[src/rtl/ndn_router_pkg.sv]
// Shared types for the multi-face NDN router: event codes, FSM states and packet-type encoding.
package ndn_router_pkg;

  typedef enum logic [2:0] {
    EVT_FORWARD     = 3'd0,
    EVT_AGGREGATE   = 3'd1,
    EVT_DUPLICATE   = 3'd2,
    EVT_TABLE_FULL  = 3'd3,
    EVT_NO_ROUTE    = 3'd4,
    EVT_DATA_HIT    = 3'd5,
    EVT_UNSOLICITED = 3'd6
  } evt_code_e;

  typedef enum logic [1:0] {
    ST_IDLE,
    ST_SEARCH,
    ST_UPDATE,
    ST_EMIT
  } state_e;

  localparam logic PKT_INTEREST = 1'b1;
  localparam logic PKT_DATA     = 1'b0;

endpackage

[src/rtl/ndn_rr_arbiter.sv]
// Combinational round-robin pick: first requester at or after ptr, wrapping; the pointer lives in the parent.
module ndn_rr_arbiter #(
  parameter int N  = 4,
  parameter int PW = (N > 1) ? $clog2(N) : 1
) (
  input  logic [N-1:0]  req,
  input  logic [PW-1:0] ptr,
  output logic [N-1:0]  grant,
  output logic [PW-1:0] grant_idx
);

  int   w_j;
  logic w_found;

  // NOTE: every output gets a default before the loop, so no path leaves a value held and no latch is inferred.
  always_comb begin
    grant     = '0;
    grant_idx = '0;
    w_found   = 1'b0;
    w_j       = 0;
    for (int i = 0; i < N; i++) begin
      w_j = int'(ptr) + i;
      if (w_j >= N) w_j = w_j - N;
      if (!w_found && req[w_j]) begin
        w_found      = 1'b1;
        grant[w_j]   = 1'b1;
        grant_idx    = PW'(w_j);
      end
    end
  end

endmodule

[src/rtl/ndn_face_router.sv]
// Multi-face NDN router core: round-robin face arbitration into a shared linear-search PIT.
// Optional macro PIT_LIFETIME_EN adds per-entry lifetime counters; the default build has none.
module ndn_face_router
  import ndn_router_pkg::*;
#(
  parameter int                   NUM_FACES = 4,
  parameter int                   PREFIX_W  = 64,
  parameter int                   PIT_DEPTH = 8,
  parameter logic [NUM_FACES-1:0] FWD_MASK  = {{(NUM_FACES-1){1'b0}}, 1'b1},
  parameter int                   LIFETIME  = 1024
) (
  input  logic                            clk,
  input  logic                            rst,
  input  logic [NUM_FACES-1:0]            in_valid,
  output logic [NUM_FACES-1:0]            in_ready,
  input  logic [NUM_FACES-1:0]            in_is_interest,
  input  logic [NUM_FACES*PREFIX_W-1:0]   in_prefix,
  output logic                            out_valid,
  input  logic                            out_ready,
  output logic                            out_is_interest,
  output logic [PREFIX_W-1:0]             out_prefix,
  output logic [NUM_FACES-1:0]            out_faces,
  output logic                            evt_valid,
  output logic [2:0]                      evt_code,
  output logic [$clog2(PIT_DEPTH+1)-1:0]  pit_count
);

  localparam int FW = $clog2(NUM_FACES);
  localparam int IW = $clog2(PIT_DEPTH);
  localparam int CW = $clog2(PIT_DEPTH+1);

  state_e                r_state, w_state_next;
  logic [FW-1:0]         r_rr_ptr, r_face, w_grant_idx;
  logic [NUM_FACES-1:0]  w_grant;
  logic                  r_is_interest;
  logic [PREFIX_W-1:0]   r_prefix;
  logic [IW-1:0]         r_idx, r_hit_idx, r_free_idx;
  logic                  r_hit, r_free;
  logic                  w_accept, w_upd, w_search_done;

  logic [PIT_DEPTH-1:0]  r_valid, w_valid_next, w_expire;
  logic [CW-1:0]         r_pit_count, w_count_next;
  logic [PREFIX_W-1:0]   r_pit_prefix [PIT_DEPTH];
  logic [NUM_FACES-1:0]  r_pit_faces  [PIT_DEPTH];

  evt_code_e             w_code;
  logic                  w_emit, w_insert, w_merge, w_remove, w_hit_live;
  logic [NUM_FACES-1:0]  w_face_bit, w_hit_faces, w_fwd, w_dst;

  logic                  r_out_is_interest;
  logic [PREFIX_W-1:0]   r_out_prefix;
  logic [NUM_FACES-1:0]  r_out_faces;

  ndn_rr_arbiter #(.N(NUM_FACES), .PW(FW)) u_arb (
    .req       (in_valid),
    .ptr       (r_rr_ptr),
    .grant     (w_grant),
    .grant_idx (w_grant_idx)
  );

  assign w_accept      = (r_state == ST_IDLE) && (|in_valid);
  assign w_upd         = (r_state == ST_UPDATE);
  assign w_search_done = (r_idx == IW'(PIT_DEPTH-1));

  // NOTE: state registers use non-blocking assignment so every flop samples pre-edge values.
  always_ff @(posedge clk) begin
    if (rst) r_state <= ST_IDLE;
    else     r_state <= w_state_next;
  end

  always_comb begin
    w_state_next = r_state;
    unique case (r_state)
      ST_IDLE:   if (|in_valid)     w_state_next = ST_SEARCH;
      ST_SEARCH: if (w_search_done) w_state_next = ST_UPDATE;
      ST_UPDATE: w_state_next = w_emit ? ST_EMIT : ST_IDLE;
      ST_EMIT:   if (out_ready)     w_state_next = ST_IDLE;
      default:   w_state_next = ST_IDLE;
    endcase
  end

  always_comb begin
    in_ready        = (r_state == ST_IDLE) ? w_grant : '0;
    evt_valid       = w_upd;
    evt_code        = w_upd ? w_code : 3'd0;
    out_valid       = (r_state == ST_EMIT);
    out_is_interest = r_out_is_interest;
    out_prefix      = r_out_prefix;
    out_faces       = r_out_faces;
    pit_count       = r_pit_count;
  end

  // The hit is re-validated here: with lifetimes enabled it may have expired after being compared.
  always_comb begin
    w_face_bit  = NUM_FACES'(1) << r_face;
    w_hit_live  = r_hit && r_valid[r_hit_idx];
    w_hit_faces = r_pit_faces[r_hit_idx];
    w_fwd       = FWD_MASK & ~w_face_bit;
    w_code      = EVT_UNSOLICITED;
    w_emit      = 1'b0;
    w_insert    = 1'b0;
    w_merge     = 1'b0;
    w_remove    = 1'b0;
    w_dst       = '0;
    if (r_is_interest == PKT_INTEREST) begin
      if (w_hit_live) begin
        if ((w_hit_faces & w_face_bit) != '0) begin
          w_code = EVT_DUPLICATE;
        end else begin
          w_code  = EVT_AGGREGATE;
          w_merge = 1'b1;
        end
      end else if (w_fwd == '0) begin
        w_code = EVT_NO_ROUTE;
      end else if (!r_free) begin
        w_code = EVT_TABLE_FULL;
      end else begin
        w_code   = EVT_FORWARD;
        w_insert = 1'b1;
        w_emit   = 1'b1;
        w_dst    = w_fwd;
      end
    end else if (w_hit_live) begin
      w_code   = EVT_DATA_HIT;
      w_remove = 1'b1;
      w_dst    = w_hit_faces & ~w_face_bit;
      w_emit   = (w_dst != '0);
    end
  end

  // An UPDATE write to an entry overrides a same-cycle expiry of that entry.
  always_comb begin
    w_valid_next = r_valid & ~w_expire;
    if (w_upd && w_insert) w_valid_next[r_free_idx] = 1'b1;
    if (w_upd && w_merge)  w_valid_next[r_hit_idx]  = 1'b1;
    if (w_upd && w_remove) w_valid_next[r_hit_idx]  = 1'b0;
    w_count_next = '0;
    for (int i = 0; i < PIT_DEPTH; i++) w_count_next = w_count_next + CW'(w_valid_next[i]);
  end

  always_ff @(posedge clk) begin
    if (rst) begin
      r_rr_ptr          <= '0;
      r_face            <= '0;
      r_is_interest     <= PKT_DATA;
      r_prefix          <= '0;
      r_idx             <= '0;
      r_hit             <= 1'b0;
      r_hit_idx         <= '0;
      r_free            <= 1'b0;
      r_free_idx        <= '0;
      r_valid           <= '0;
      r_pit_count       <= '0;
      r_out_is_interest <= 1'b0;
      r_out_prefix      <= '0;
      r_out_faces       <= '0;
    end else begin
      if (w_accept) begin
        r_rr_ptr      <= (w_grant_idx == FW'(NUM_FACES-1)) ? '0 : w_grant_idx + 1'b1;
        r_face        <= w_grant_idx;
        r_is_interest <= in_is_interest[w_grant_idx];
        r_prefix      <= in_prefix[w_grant_idx*PREFIX_W +: PREFIX_W];
        r_idx         <= '0;
        r_hit         <= 1'b0;
        r_free        <= 1'b0;
      end
      if (r_state == ST_SEARCH) begin
        r_idx <= r_idx + 1'b1;
        if (r_valid[r_idx] && (r_pit_prefix[r_idx] == r_prefix)) begin
          r_hit     <= 1'b1;
          r_hit_idx <= r_idx;
        end
        if (!r_valid[r_idx] && !r_free) begin
          r_free     <= 1'b1;
          r_free_idx <= r_idx;
        end
      end
      if (w_upd && w_emit) begin
        r_out_is_interest <= r_is_interest;
        r_out_prefix      <= r_prefix;
        r_out_faces       <= w_dst;
      end
      r_valid     <= w_valid_next;
      r_pit_count <= w_count_next;
    end
  end

  // NOTE: table contents are not reset; r_valid alone decides whether an entry exists.
  always_ff @(posedge clk) begin
    if (w_upd && w_insert) begin
      r_pit_prefix[r_free_idx] <= r_prefix;
      r_pit_faces[r_free_idx]  <= w_face_bit;
    end
    if (w_upd && w_merge) r_pit_faces[r_hit_idx] <= w_hit_faces | w_face_bit;
  end

`ifdef PIT_LIFETIME_EN
  localparam int TW = (LIFETIME > 2) ? $clog2(LIFETIME) : 1;
  logic [TW-1:0] r_ttl [PIT_DEPTH];

  // An entry drops on the same edge its counter reaches zero.
  always_comb begin
    w_expire = '0;
    for (int i = 0; i < PIT_DEPTH; i++) w_expire[i] = r_valid[i] && (r_ttl[i] == TW'(1));
  end

  always_ff @(posedge clk) begin
    for (int i = 0; i < PIT_DEPTH; i++) begin
      if (w_upd && ((w_insert && (r_free_idx == IW'(i))) || (w_merge && (r_hit_idx == IW'(i)))))
        r_ttl[i] <= TW'(LIFETIME-1);
      else if (r_ttl[i] != '0)
        r_ttl[i] <= r_ttl[i] - 1'b1;
    end
  end
`else
  assign w_expire = '0;
`endif

endmodule

[config.mk]
export PLATFORM = sky130hd
export DESIGN_NAME = ndn_face_router
export DESIGN_NICKNAME = d
export VERILOG_FILES = /design/src/rtl/ndn_router_pkg.sv /design/src/rtl/ndn_rr_arbiter.sv /design/src/rtl/ndn_face_router.sv
export SDC_FILE = /design/constraint.sdc
export NUM_CORES = 1
export LEC_CHECK = 0
export ABC_AREA = 1
export BUFFER_PORTS_ARGS = -buffer_cell sky130_fd_sc_hd__buf_4
export CAP_MARGIN = 20
export CORE_MARGIN = 10
export CORE_UTILIZATION = 44
export CTS_CLUSTER_DIAMETER = 40
export CTS_CLUSTER_SIZE = 12
export DETAILED_ROUTE_END_ITERATION = 12
export PLACE_DENSITY = 0.6
export SLEW_MARGIN = 10
export SYNTH_ARGS = -nofsm -noshare
export SYNTH_HDL_FRONTEND = slang
export SYNTH_SLANG_ARGS = --single-unit
[constraint.sdc]
create_clock -name clk -period 13.64 [get_ports clk]
set_clock_uncertainty 0.2 [all_clocks]
set_input_delay 2.728 -clock clk [delete_from_list [all_inputs] [get_ports clk]]
set_output_delay 2.728 -clock clk [all_outputs]
set_load 0.01 [all_outputs]
==> results <==
- The worst slew margin relative to its limit is 23.6%.
- The share of final-layout standard cells stronger than drive strength 1 is 15.7%.
- The sort of element at the end of the critical path is a primary output.
- The logic gate share of total power is 27.3%.
- The first-pass iteration count of the detailed router is 6.
- Pin placement for this block handled 349 I/O pins.
- The number of enable-type register cells in the synthesized netlist is 544.
- The average instance in the mapped netlist occupies 8.94 sq um.
- The run finished with clean final reports.
- STA puts the critical path data arrival time at 4090 ps.
- The post-route clock period utilization is 51.5%.
- After synthesis, the share of flip-flops with an asynchronous set or reset is 0%.
- The global-route total usage across every layer is 24.5%.
- The final number of setup-violating endpoints is 0.
- Of the total power, the share spent switching nets is 36.9%.
- The HPWL after detailed placement is 70400 um.
- The most frequent cell on the critical path is nand2_1.
- The congestion estimate from routability-driven global placement came to 0.899.
- The area occupied by registers is 19700 sq um.
- Per report_power, the sequential group accounts for 38.4% of the total.
- The setup TNS is 0 ps.
- TritonCTS built the clock tree.
- The count of synthesis-stage warnings from yosys is 0.
- From synthesis to final layout, the design area changed by 20.0%.
- The average wire length per cell after detail routing is 21.6 um.
- In this run, the number of DRC markers left after iteration 0 of detailed routing was 2284.
- The layout has 6751 filler cells.
- Clock-pin slew was measured on the worst setup and hold paths at 60 ps.
- The biggest cell delay along the critical path is 170 ps.
- The root buffer cell is clkbuf_16.
- The number of nets handed over by synthesis was 4010.
- The total of hold buffers inserted after clock tree synthesis is 0.
- Setup repair after global routing left no endpoint under its margin.
- The path class of the lowest-slack min-delay path is reg -> reg.
- After detailed routing, the number of remaining DRC violations is 0.
- The count of input and output buffers is 348.
- The die is 295 um wide.
- The first global-routing pass estimated 160000 um of wire.
- Of all nets on the critical path, the largest fanout is 5.
- The initial antenna violation count is 8.
- Once layout is complete, the utilization of the core stands at 53.5%.
- The core region area is 74700 sq um.
- Across the run, the number of max-cap violations was 0.
- The number of different library cells used by synthesis comes to 38.
- The via count of the first global-routing pass is 25271.
- In this run the deepest clock path goes through 3 buffers.
- At the later pin of the worst-skew pair, clock insertion delay measures 690 ps.
- The mapped netlist covers 33300 sq um.
- The total wire length after detailed routing is 110000 um.
- In this run the power spent charging and discharging nets is 2.90 mW.
- The site row count is 100.
- The clock net in this run drives a total of 713 sinks.
- Data on the critical path is required at its endpoint by 10710 ps.
- The total die area is 87100 sq um.
- The multi-input gate area in the final layout is 10800 sq um.
- At the pin with the least slew margin, the transition time is 1150 ps.
- The count of final max-slew check failures is 0.
- The type of origin of the critical path is an input port.
- The number of buffers created by CTS is 101.
- The count of instances resized after the clock tree is built is 0.
- For this run, the post-layout net count is 4290.
- Entering global routing, the biggest net connects 142 pins.
- The routed design could run at a clock period as short as 7020 ps.
- The highest achievable clock rate is 0.142 GHz.
- The total overflow left after global routing is 0.
- The most used flip-flop cell after synthesis is edfxtp_1.
- The critical path's slowest cell is o221ai_1.
- Synthesis inferred 713 register bits.
- The cell class contributing the biggest share of worst-path delay is simple AND/OR/NAND/NOR gates.
- The CTS H-tree depth is 3.
- The antenna diode count is 0.
- The die extent in y is 295 um.
- The buffer count from post-CTS setup fixing is 0.
- IR analysis of the VDD net gives a maximum drop of 0.000284 V.
- For this run, the register share of the synthesized area comes to 59.2%.
- The final route contains 26569 vias.
- The ratio of total power to cell area is 197 nW/um^2.
- The post-route antenna net violation count is 0.
- The effective utilization at floorplan is 44.6%.
- The count of final hold-check violations is 0.
- The detailed-route vias per instance is 5.24.
- Synthesis produced a netlist whose cell count is 3729.
- The critical path in this run is classified as in -> out.
- Walking the worst path, the cells encountered are buf_4, nand2_1, o21ai_1, nand2_1, nand2_2, nor2_2, nand2_1, nor2_2, inv_1, o221ai_1, nand2_1, inv_1, buf_4.
- The internal power component is 4.96 mW.
- The static power due to leakage is 17.4 nW.
- The critical path contains buffers and inverters numbering 4 combined.
- The clock network accounts for 34.2% of the total power.
[worst register-to-register path: cells and delay by family, from the launching register on]
| family | cells | cell delay, ps |
|---|---|---|
| adders and majority gates | 5 | 2130 |
| xor gates and xnor gates | 1 | 140 |
| and+or+nand+nor | 10 | 2330 |
| buffers and inverters | 5 | 360 |
| AOI/OAI and AO/OA | 1 | 290 |
| DFF | 1 | 410 |
[layer usage]
metal | share of wire, % | vias up | global-route usage (%)
met5 | 0.090 | - | 0
met3 | 9.0 | 149 | 5.75
met1 | 43 | 12483 | 33.0
met2 | 45 | 1074 | 38.2
met4 | 3.2 | 14 | 8.69
li1 | - | 12849 | -
[flip-flops by register name, indices dropped and copies added (netlist names), 2 cells and up, named ones only]
signal	count
r_face	2
r_idx	3
pit_count	4
r_hit_idx	3
r_valid	8
r_free_idx	3
out_prefix	64
out_faces	4
r_pit_faces	32
r_state	2
r_prefix	64
r_pit_prefix	512
[power groups by stage]
stage	sequential (mW)	combinational (mW)	clock [mW]
2_1_floorplan	2.88	1.46	0
3_3_place_gp	3.05	2.12	0
3_5_place_dp	3.06	2.12	0
4_1_cts	3.01	2.13	2.72
5_1_grt	3.05	2.37	2.81
6_report	3.02	2.15	2.69
[placed cells by master, fill, tap and decap left out, types with 10 or more instances in the layout]
cell type / n
a21oi_1: 169
buf_4: 381
bufinv_16: 12
clkbuf_16: 102
clkinv_1: 10
clkinv_2: 12
clkinv_4: 10
clkinvlp_4: 12
dfxtp_1: 166
edfxtp_1: 544
ha_1: 10
inv_1: 469
inv_6: 12
nand2_1: 867
nand3_1: 326
nand3b_1: 72
nor2_1: 450
o211ai_1: 112
o21ai_0: 196
o21ai_1: 19
or2_2: 48
[layout make-up]
type                            instances  share of cell area (%)
Clock buffer                          116                    6.64
Clock inverter                         76                    2.25
Inverter                              483                    4.56
Multi-Input combinational cell       2328                    27.0
Sequential cell                       713                    49.3
Tap cell                              969                    3.03
Timing Repair Buffer                  382                    7.20
[path summary, 6_finish.rpt]
check | startpoint | endpoint | slack, ps | depth (start not counted)
setup reg to reg | r_hit_idx[0] | pit_count[2] | 7610 | 22
setup / recovery | in_valid[3] | in_ready[2] | 6620 | 13
hold reg to reg | r_free | r_free | 280 | 2
hold / removal | r_free | r_free | 280 | 2
[metrics by stage]
stage | std cells | instance area (sq um) | hold slack (ps) | setup WS [ps] | power, mW
3_3_place_gp | 4874 | 36400 | 273 | 6610 | 5.17
2_1_floorplan | 3729 | 33300 | 245 | 6280 | 4.34
4_1_cts | 5067 | 40000 | 284 | 6600 | 7.87
6_report | 5067 | 40000 | 284 | 6620 | 7.86
5_1_grt | 5067 | 40000 | 312 | 6430 | 8.23
3_5_place_dp | 4875 | 36400 | 276 | 6610 | 5.18
[logic make-up (layout without fill, tap and decap cells)]
group / after synthesis / count (layout) / share of synthesized area (%)
buf+inv: 688 / 1057 / 8.64
fa+ha+maj: 14 / 14 / 0.616
flops: 713 / 713 / 59.2
compound gates: 514 / 514 / 8.67
xor+xnor: 1 / 1 / 0.0263
simple gates: 1799 / 1799 / 22.9
[synthesized netlist by cell type (4+ instances only)]
master / n / area (sq um)
nor2_2: 9 / 56.3
or2_2: 48 / 300
clkbuf_1: 74 / 278
nand3_1: 326 / 1630
nor2_1: 458 / 1720
inv_2: 9 / 33.8
o21ai_1: 19 / 95.1
o21ai_0: 196 / 981
nand4_1: 5 / 31.3
nand3b_1: 72 / 541
nand2_1: 867 / 3250
nand2_2: 4 / 25.0
buf_2: 79 / 395
buf_6: 17 / 191
dfxtp_1: 169 / 3380
a21oi_1: 169 / 846
nor3_1: 6 / 30.0
edfxtp_1: 544 / 16300
fa_1: 4 / 80.1
o22ai_1: 9 / 56.3
inv_1: 473 / 1780
ha_1: 10 / 125
o211ai_1: 112 / 841
buf_1: 20 / 75.1
buf_4: 14 / 105
Power figures use the tool's default switching activity.
